==> src/rtl/sec32_pkg.sv <==
// Shared constants, check-bit masks and codeword type for the 32-bit SEC encoder/decoder pair.
package sec32_pkg;

    localparam int unsigned DATA_W = 32;
    localparam int unsigned CHK_W  = 8;

    // CHK_MASK[k] selects the data bits whose XOR forms check bit c[k].
    localparam logic [CHK_W-1:0][DATA_W-1:0] CHK_MASK = {
        32'h8888_F0F0,  // c7
        32'h4444_0F0F,  // c6
        32'h2222_FF00,  // c5
        32'h1111_00FF,  // c4
        32'hF0F0_8888,  // c3
        32'h0F0F_4444,  // c2
        32'hFF00_2222,  // c1
        32'h00FF_1111   // c0
    };

    typedef struct packed {
        logic [DATA_W-1:0] data;
        logic [CHK_W-1:0]  chk;
    } sec32_cw_t;

endpackage

==> src/rtl/sec32_parity.sv <==
// Combinational check-byte generator; also serves as the decoder's reference model.
module sec32_parity
    import sec32_pkg::*;
(
    input  logic [DATA_W-1:0] i_data,
    output logic [CHK_W-1:0]  o_chk
);

    always_comb begin
        o_chk = '0;
        for (int unsigned k = 0; k < CHK_W; k++) begin
            o_chk[k] = ^(i_data & CHK_MASK[k]);
        end
    end

endmodule

==> src/rtl/sec32_encoder.sv <==
// Two-stage valid/ready SEC encoder: 32-bit data in, data plus 8-bit check byte out,
// with optional single check-bit corruption for decoder testing.
module sec32_encoder
    import sec32_pkg::*;
#(
    parameter int unsigned CNT_W = 16
) (
    input  logic              clk,
    input  logic              rst,
    input  logic              in_valid,
    output logic              in_ready,
    input  logic [DATA_W-1:0] in_data,
    input  logic              inj_en,
    input  logic [2:0]        inj_sel,
    output logic              out_valid,
    input  logic              out_ready,
    output logic [DATA_W-1:0] out_data,
    output logic [CHK_W-1:0]  out_chk,
    output logic [CNT_W-1:0]  word_cnt
);

    logic              w_s2_ready;
    logic              w_accept;
    logic [CHK_W-1:0]  w_par;
    logic [CHK_W-1:0]  w_inj_mask;

    logic              r_s1_v;
    logic [DATA_W-1:0] r_s1_data;
    logic [CHK_W-1:0]  r_s1_par;
    logic              r_s1_inj;
    logic [2:0]        r_s1_sel;

    logic              r_s2_v;
    sec32_cw_t         r_s2_cw;
    logic [CNT_W-1:0]  r_cnt;

    sec32_parity u_parity (
        .i_data (in_data),
        .o_chk  (w_par)
    );

    // Ready only looks at stage occupancy and out_ready, never at in_valid.
    assign w_s2_ready = !r_s2_v || out_ready;
    assign in_ready   = !r_s1_v || w_s2_ready;
    assign w_accept   = in_valid && in_ready;

    always_comb begin
        w_inj_mask = '0;
        if (r_s1_inj) begin
            w_inj_mask[r_s1_sel] = 1'b1;
        end
    end

    always_ff @(posedge clk or posedge rst) begin
        if (rst) begin
            r_s1_v    <= 1'b0;
            r_s1_data <= '0;
            r_s1_par  <= '0;
            r_s1_inj  <= 1'b0;
            r_s1_sel  <= '0;
        end else if (in_ready) begin
            r_s1_v <= in_valid;
            if (w_accept) begin
                r_s1_data <= in_data;
                r_s1_par  <= w_par;
                r_s1_inj  <= inj_en;
                r_s1_sel  <= inj_sel;
            end
        end
    end

    always_ff @(posedge clk or posedge rst) begin
        if (rst) begin
            r_s2_v  <= 1'b0;
            r_s2_cw <= '0;
        end else if (w_s2_ready) begin
            r_s2_v <= r_s1_v;
            if (r_s1_v) begin
                r_s2_cw.data <= r_s1_data;
                r_s2_cw.chk  <= r_s1_par ^ w_inj_mask;
            end
        end
    end

    always_ff @(posedge clk or posedge rst) begin
        if (rst) begin
            r_cnt <= '0;
        end else if (r_s2_v && out_ready) begin
            r_cnt <= r_cnt + 1'b1;
        end
    end

    assign out_valid = r_s2_v;
    assign out_data  = r_s2_cw.data;
    assign out_chk   = r_s2_cw.chk;
    assign word_cnt  = r_cnt;

endmodule

==> config.mk <==
export PLATFORM = sky130hd
export DESIGN_NAME = sec32_encoder
export DESIGN_NICKNAME = d
export VERILOG_FILES = /design/src/rtl/sec32_pkg.sv /design/src/rtl/sec32_parity.sv /design/src/rtl/sec32_encoder.sv
export SDC_FILE = /design/constraint.sdc
export NUM_CORES = 1
export LEC_CHECK = 0
export CORE_MARGIN = 5
export CORE_UTILIZATION = 50
export DETAILED_ROUTE_END_ITERATION = 6
export DONT_BUFFER_PORTS = 1
export PLACE_DENSITY_LB_ADDON = 0.2
export RECOVER_POWER = 50
export REMOVE_ABC_BUFFERS = 1
export SKIP_CTS_REPAIR_TIMING = 1
export SLEW_MARGIN = 15
export SYNTH_ARGS = -nofsm -noshare
export SYNTH_HDL_FRONTEND = slang
export SYNTH_HIERARCHICAL = 1
export SYNTH_SLANG_ARGS = --single-unit
==> constraint.sdc <==
create_clock -name clk -period 3.7 [get_ports clk]
set_input_delay 0.74 -clock clk [delete_from_list [all_inputs] [get_ports clk]]
set_output_delay 0.74 -clock clk [all_outputs]
set_load 0.01 [all_outputs]
* Yosys cells after proc, flatten, opt, wreduce, memory -nomap -nowiden
Cells that the tools add are included. W data, S select, Z words.
Operators by class: add/subtract/negate cells 1, order comparisons 2, multiplexer cells 3, bitwise operators 1, reduce and logical (&&, ||, !) cells 17
Operators with widths (count):
- $reduce_xor A32 Y1 | 8
- $add A16 B1 Y16 const B | 1
- $mux W8 | 1
- $xor A8 B8 Y8 | 1
- $lt A3 B4 Y1 const B | 1
- $reduce_and A2 Y1 | 2
- $demux W1 S3 | 1
- $ge A3 B1 Y1 const B | 1
- $logic_and A1 B1 Y1 | 3
- $logic_not A1 Y1 | 2
- $logic_or A1 B1 Y1 | 2
- $mux W1 | 1
Storage, ports and cells: register bits after elaboration 102, input bits 40, output and inout bits 58, logic and storage cells 33

* Longest topological paths before layout
Gate-level depths: netlist of run 1.
depth after elaboration 6, gate-level depth with buffers 6, gate-level depth less buffers 5

* Hierarchy
Netlist of run 1, hierarchy kept.
Modules (own cells, without submodules):
- sec32_encoder | instances 1, cells each 273, area each 4007.6 um^2, sequential area each 2552.4 um^2
- sec32_parity | instances 1, cells each 56, area each 615.6 um^2, sequential area each 0.0 um^2

* Least setup slack after synthesis of run 1
Ideal clock, no wire load.
path type input -> register, from in out_ready, to reg r_s1_data[0], data arrival time 1.772 ns, data required time 3.575 ns, path slack 1.803 ns, stages on the path 4, path buffers 1, cell sequence nand3b_1 > nand2_1 > buf_2 > mux2_2
Between the ends: cells in the longest elaborated chain, start to end 4
Ends and longest elaborated chain:
- start: declaration | RTL line sec32_encoder.sv:16 | input logic out_ready,
- $logic_or A1 B1 Y1 (*) | RTL line sec32_encoder.sv:43 | assign w_s2_ready = !r_s2_v || out_ready;
- $logic_or A1 B1 Y1 (*) | RTL line sec32_encoder.sv:44 | assign in_ready = !r_s1_v || w_s2_ready;
- $logic_and A1 B1 Y1 | RTL line sec32_encoder.sv:45 | assign w_accept = in_valid && in_ready;
- $reduce_and A2 Y1 (no line) (*)
- end signal: assignment | RTL line sec32_encoder.sv:64 | r_s1_data <= in_data;
- end: declaration | RTL line sec32_encoder.sv:28 | logic [DATA_W-1:0] r_s1_data;
Every way passes the cells marked *; elsewhere a longest branch is shown, timed or not. A chain may end at the register's enable or synchronous reset.

==> flow_summary.ini, run 1 <==
[grt]
antenna_found_initial = 0
grt_pass1_vias = 2606
grt_use_total = 0.1578
grt_overflow = 0
grt_pass1_wl_mm = 13.91
grt_max_degree = 85

[setup_path]
crit_path_cell_trace = clkinvlp_4 -> clkbuf_1
crit_fanout = 84
crit_arrival_ns = 2.68
endpoint_kind = asynchronous set/reset pin
critPathTopFamily = buffers and inverters
slowest_stage = clkinvlp_4
cp.required_ns = 4.04
crit_path_start_kind = input pin
crit_type = input pin to asynchronous set/reset pin
max_stage_delay_ns = 1.07
crit_buf_inv = 2

[route]
routed_wl_mm = 8.396
wl_per_cell_um = 18.83
vias = 2429
wl_met3_um = 639
drt-met1-wl_mm = 3.675
first_iter_violations = 92
dr_wl_met2_mm = 3.960
highest_layer = met4
drtPass1Iterations = 4
drt-vias-per-instance = 5.446
antenna_left = 0
drc = 0

[layout]
design_area_um2 = 4925
postLayoutCoreUtil = 0.5407
multiInputGateArea_um2 = 2007
diodes = 0
final_cell_mix = 102 x dfrtp_1, 77 x mux2_2, 58 x xnor2_1
final_common_cell = dfrtp_1
stdcell_count = 446
areaGrowthSynthToFinish_pct = 6.522
fin_nets = 371
fill_cells = 779
drive_above_1_share = 0.3045
seq_area_um2 = 2552

[clocking]
clk_latency_ns = 0.35
ctsHtreeMaxLevel = 3
cts_tree = done
clkSlewWorstSetupHoldPaths_ns = 0.09
cts_made_buffers = 9
cts_buffer_depth = 2
cts_sinks = 102
root_buffer = clkbuf_8

[timing]
holdWs_ns = 0.4911
slew_viol_final = 85
skew_ns = 0.009263
fin_crit_ns = 2.335
hold_viol_final = 0
fmax_mhz = 428.3
slew-limit-headroom = -0.1683
timing.final.crit_share = 0.6310
tns_ns = 0
worst_pin_slew_ns = 1.749
rsz0062_at_grt = false
worst_slack_ns = 1.365
finalSetupViolations = 0

[status]
violations = max-capacitance violations, max-slew violations
outcome = finished, violations left

[pwr]
p_switching_mw = 0.8929
irDropWorstVdd_uv = 364.5
sw_frac_of_total = 0.3013
internal_power_mw = 2.071
combPwrFrac = 0.199
seqPwrFrac = 0.567
p_clk_frac = 0.234
p_total_mw = 2.964
powerDensity_nw_per_um2 = 601.8
p_leak_nw = 2.079

[floorplan]
die_x_um = 106.2
core.rowCount = 35
start_util = 0.5076
coreArea_um2 = 9109
die_height_um = 106.2
die-area_um2 = 11270
io_pins = 98

[synthesis]
yosysUniqueCellTypes = 28
syn_area_um2 = 4623
yosysSeqAreaShare = 0.5521
netlist_instances = 329
yosysWarnings = 6
syn-mean-instance-area_um2 = 14.05
ys_ff_latch = 102

[place]
placed_area_um2 = 4733
dp_hpwl_mm = 6.000
place.gp.congestion = 0.7200
preCtsSetupSlack_ns = 1.477
portBuffers = 0
dp_cells = 430

[run]
maxCapViolCount = 1

[worst_hold_path]
hold_path_class = input pin to flip-flop
==> power by group through the flow <==
stage          Combinational [mW]  Sequential, mW  Clock, mW
2_1_floorplan               0.522            1.64          0
3_3_place_gp                0.584            1.70          0
3_5_place_dp                0.604            1.71          0
4_1_cts                     0.605            1.69      0.726
5_1_grt                     0.662            1.72      0.777
6_report                    0.590            1.68      0.695
==> cell families (layout without fill, tap and decap cells) <==
group,Yosys count,in the layout,synth area share
DFF,102,102,0.5521
AOI/OAI and AO/OA,8,8,0.008661
and+or+nand+nor,48,48,0.05873
muxes,77,77,0.1876
adders and majority gates,1,1,0.002706
xor gates and xnor gates,79,79,0.1767
buffers and inverters,14,20,0.01353
==> layer usage <==
layer / vias up / global-route usage
met2: 60 / 0.2489
li1: 1133 / -
met5: - / 0
met3: 9 / 0.05343
met4: 0 / 0.05550
met1: 1227 / 0.2036
==> state kept, by name (all words and copies together), names as in the netlist <==
signal / flops
out_data: 32
r_s1_data: 32
word_cnt: 16
out_chk: 8
r_s1_par: 8
r_s1_sel: 3
out_valid: 1
r_s1_inj: 1
r_s1_v: 1
==> layout make-up <==
type	count	share of cell area
well taps	111	0.02820
clock inverters	4	0.007114
multi-input cells	213	0.4075
clock buffers	12	0.03354
repair buffers	3	0.003811
inverters	1	0.001524
flip-flops and latches	102	0.5183
==> Yosys cell counts <==
master | n | area [um^2]
nor3_1 | 2 | 10.01
clkbuf_1 | 5 | 18.77
nor4bb_1 | 2 | 20.02
buf_2 | 8 | 40.04
nor2_1 | 4 | 15.01
xnor3_1 | 8 | 180.2
nand3_1 | 4 | 20.02
o21ai_0 | 6 | 30.03
nor4b_1 | 1 | 8.760
nand4_1 | 4 | 25.02
ha_1 | 1 | 12.51
nand4b_1 | 3 | 26.28
xnor2_1 | 58 | 508.0
nand3b_1 | 1 | 7.510
inv_1 | 1 | 3.750
nand2_2 | 1 | 6.260
nor3_2 | 1 | 10.01
and3_2 | 1 | 7.510
mux2_2 | 77 | 867.1
or4_4 | 1 | 11.26
and3_1 | 2 | 12.51
nand2b_1 | 3 | 18.77
and4_1 | 1 | 8.760
nand2_1 | 17 | 63.81
xor2_1 | 11 | 96.34
o21ai_1 | 2 | 10.01
xnor2_2 | 2 | 32.53
dfrtp_1 | 102 | 2552
==> final timing paths <==
check | to | slack (ns) | from | cells after the start
worst max-delay path | out_data[31] | 1.37 | rst | 2
worst max register to register | r_s1_data[8] | 1.83 | out_valid | 4
max in group clk | r_s1_data[8] | 1.83 | out_valid | 4
worst min register to register | r_s1_data[26] | 0.51 | r_s1_data[26] | 1
min in group asynchronous | word_cnt[15] | 0.74 | rst | 1
worst min-delay path | r_s1_v | 0.49 | in_valid | 1
Power figures use the tool's default switching activity.
==> inputs of run 2 (changes only) <==
Clock period 3.7 ns to 2.2 ns, I/O delays scaled along.
==> run 2 against run 1 <==
Effect of this change:
- die area did not move
- cell count grew 0.90%
- non-clock buffer count up 4
- sequential power is 68% higher
- core utilization grew 0.89 points
- register-to-register slack got worse by 1.4 ns
- the flow now finishes without violations
- critical path depth up 2
- clock skew is 0.0053 ns higher
- critical endpoint is now out_data[3]
==> flow_summary.ini, run 2 (synthesized netlist as in run 1, its figures left out) <==
[setup_path]
crit_fanout = 25
max_stage_delay_ns = 0.48
crit_type = flip-flop to flip-flop
crit_arrival_ns = 2.02
critPathTopFamily = simple AND/OR/NAND/NOR gates
cp.required_ns = 2.44
crit_path_cell_trace = nand2b_1 -> nand2_1 -> buf_12 -> mux2_2
crit_buf_inv = 1
slowest_stage = dfrtp_1
crit_path_start_kind = flip-flop
endpoint_kind = flip-flop

[floorplan]
die_x_um = 106.2
core.rowCount = 35
io_pins = 98
coreArea_um2 = 9109
start_util = 0.5076
die-area_um2 = 11270
die_height_um = 106.2

[layout]
fill_cells = 774
final_cell_mix = 102 x dfrtp_1, 77 x mux2_2, 58 x xnor2_1
design_area_um2 = 5006
diodes = 0
multiInputGateArea_um2 = 2008
drive_above_1_share = 0.3127
final_common_cell = dfrtp_1
areaGrowthSynthToFinish_pct = 8.281
fin_nets = 375
seq_area_um2 = 2552

[worst_hold_path]
hold_path_class = input pin to flip-flop

[route]
drt-vias-per-instance = 5.356
drtPass1Iterations = 6
routed_wl_mm = 8.625
first_iter_violations = 70
vias = 2410
drc = 0
wl_per_cell_um = 19.17
antenna_left = 0

[timing]
rsz0062_at_grt = false
finalSetupViolations = 0
fmax_mhz = 561.9
hold_viol_final = 0
timing.final.crit_share = 0.8090
fin_crit_ns = 1.780
slew_viol_final = 0
tns_ns = 0
worst_pin_slew_ns = 0.5662
slew-limit-headroom = 0.6216
skew_ns = 0.01459

[grt]
grt_pass1_vias = 2572
grt_pass1_wl_mm = 13.98
antenna_found_initial = 0
grt_use_total = 0.1596
grt_max_degree = 45
grt_overflow = 0

[clocking]
cts_made_buffers = 9
clkSlewWorstSetupHoldPaths_ns = 0.09
cts_sinks = 102
cts_tree = done
root_buffer = clkbuf_8
cts_buffer_depth = 2
ctsHtreeMaxLevel = 3
clk_latency_ns = 0.36

[place]
portBuffers = 0
placed_area_um2 = 4793
dp_hpwl_mm = 6.264
place.gp.congestion = 0.7328

[run]
maxCapViolCount = 0

[pwr]
irDropWorstVdd_uv = 490.5
p_leak_nw = 2.124
powerDensity_nw_per_um2 = 1014

[status]
outcome = completed
[run 2: cell types whose count changed in the layout (fill, tap and decap cells not counted), sizes merged]
cell and change:
buf +4, clkinv +4, clkbuf -3, inv -2, bufinv +1, clkinvlp -1
dlygate4sd3 +1
[run 2: per-layer routing]
metal / track usage / up-vias / part of all wire / wire (um)
met3: 0.05404 / 11 / 0.076 / 658
met1: 0.2093 / 1195 / 0.44 / 3832
li1: - / 1139 / - / -
met2: 0.2452 / 65 / 0.47 / 4017
met4: 0.06105 / 0 / 0.013 / 116
met5: 0 / - / 0 / 0
[run 2: worst register-to-register path, cell delays in order, from the launching register on]
cell,delay (ns)
dfrtp_1,0.48
nand2b_1,0.11
nand2_1,0.44
buf_12,0.27
mux2_2,0.37
[run 2: cell type report]
type | count | area share
clock buffer | 10 | 0.02749
clock inverter | 6 | 0.01400
inverter | 1 | 0.001250
multi-input combinational | 213 | 0.4012
sequential | 102 | 0.5099
tap | 111 | 0.02774
timing repair buffer | 7 | 0.01850
[run 2: stage by stage]
stage	worst slack (ns)	cells	utilization	hold slack, ns	power, mW
6_report	0.4203	450	0.5496	0.1919	5.077
5_1_grt	0.2801	450	0.5496	0.1915	5.379
4_1_cts	0.5382	449	0.5490	-0.04368	5.154
3_5_place_dp	0.4496	433	0.5262	0.3631	3.922
3_3_place_gp	0.4771	433	0.5262	0.3625	3.877
2_1_floorplan	-0.9155	316	-	0.4572	3.629
[run 2: power by group]
part,total [mW],switching (mW),internal (mW)
registers,2.83,0.504,2.33
logic,1.02,0.373,0.645
clock network,1.22,0.658,0.566
total,5.08,1.53,3.54
[run 2: worst paths after layout]
check,from,slack [ns],endpoint,depth (start not counted)
max,out_valid,0.42,out_data[3],4
min,in_valid,0.19,r_s1_v,1
max reg2reg,out_valid,0.42,out_data[3],4
min reg2reg,r_s1_v,0.50,out_valid,1
max in group asynchronous,rst,0.88,word_cnt[9],3
min in group asynchronous,rst,0.56,word_cnt[15],2
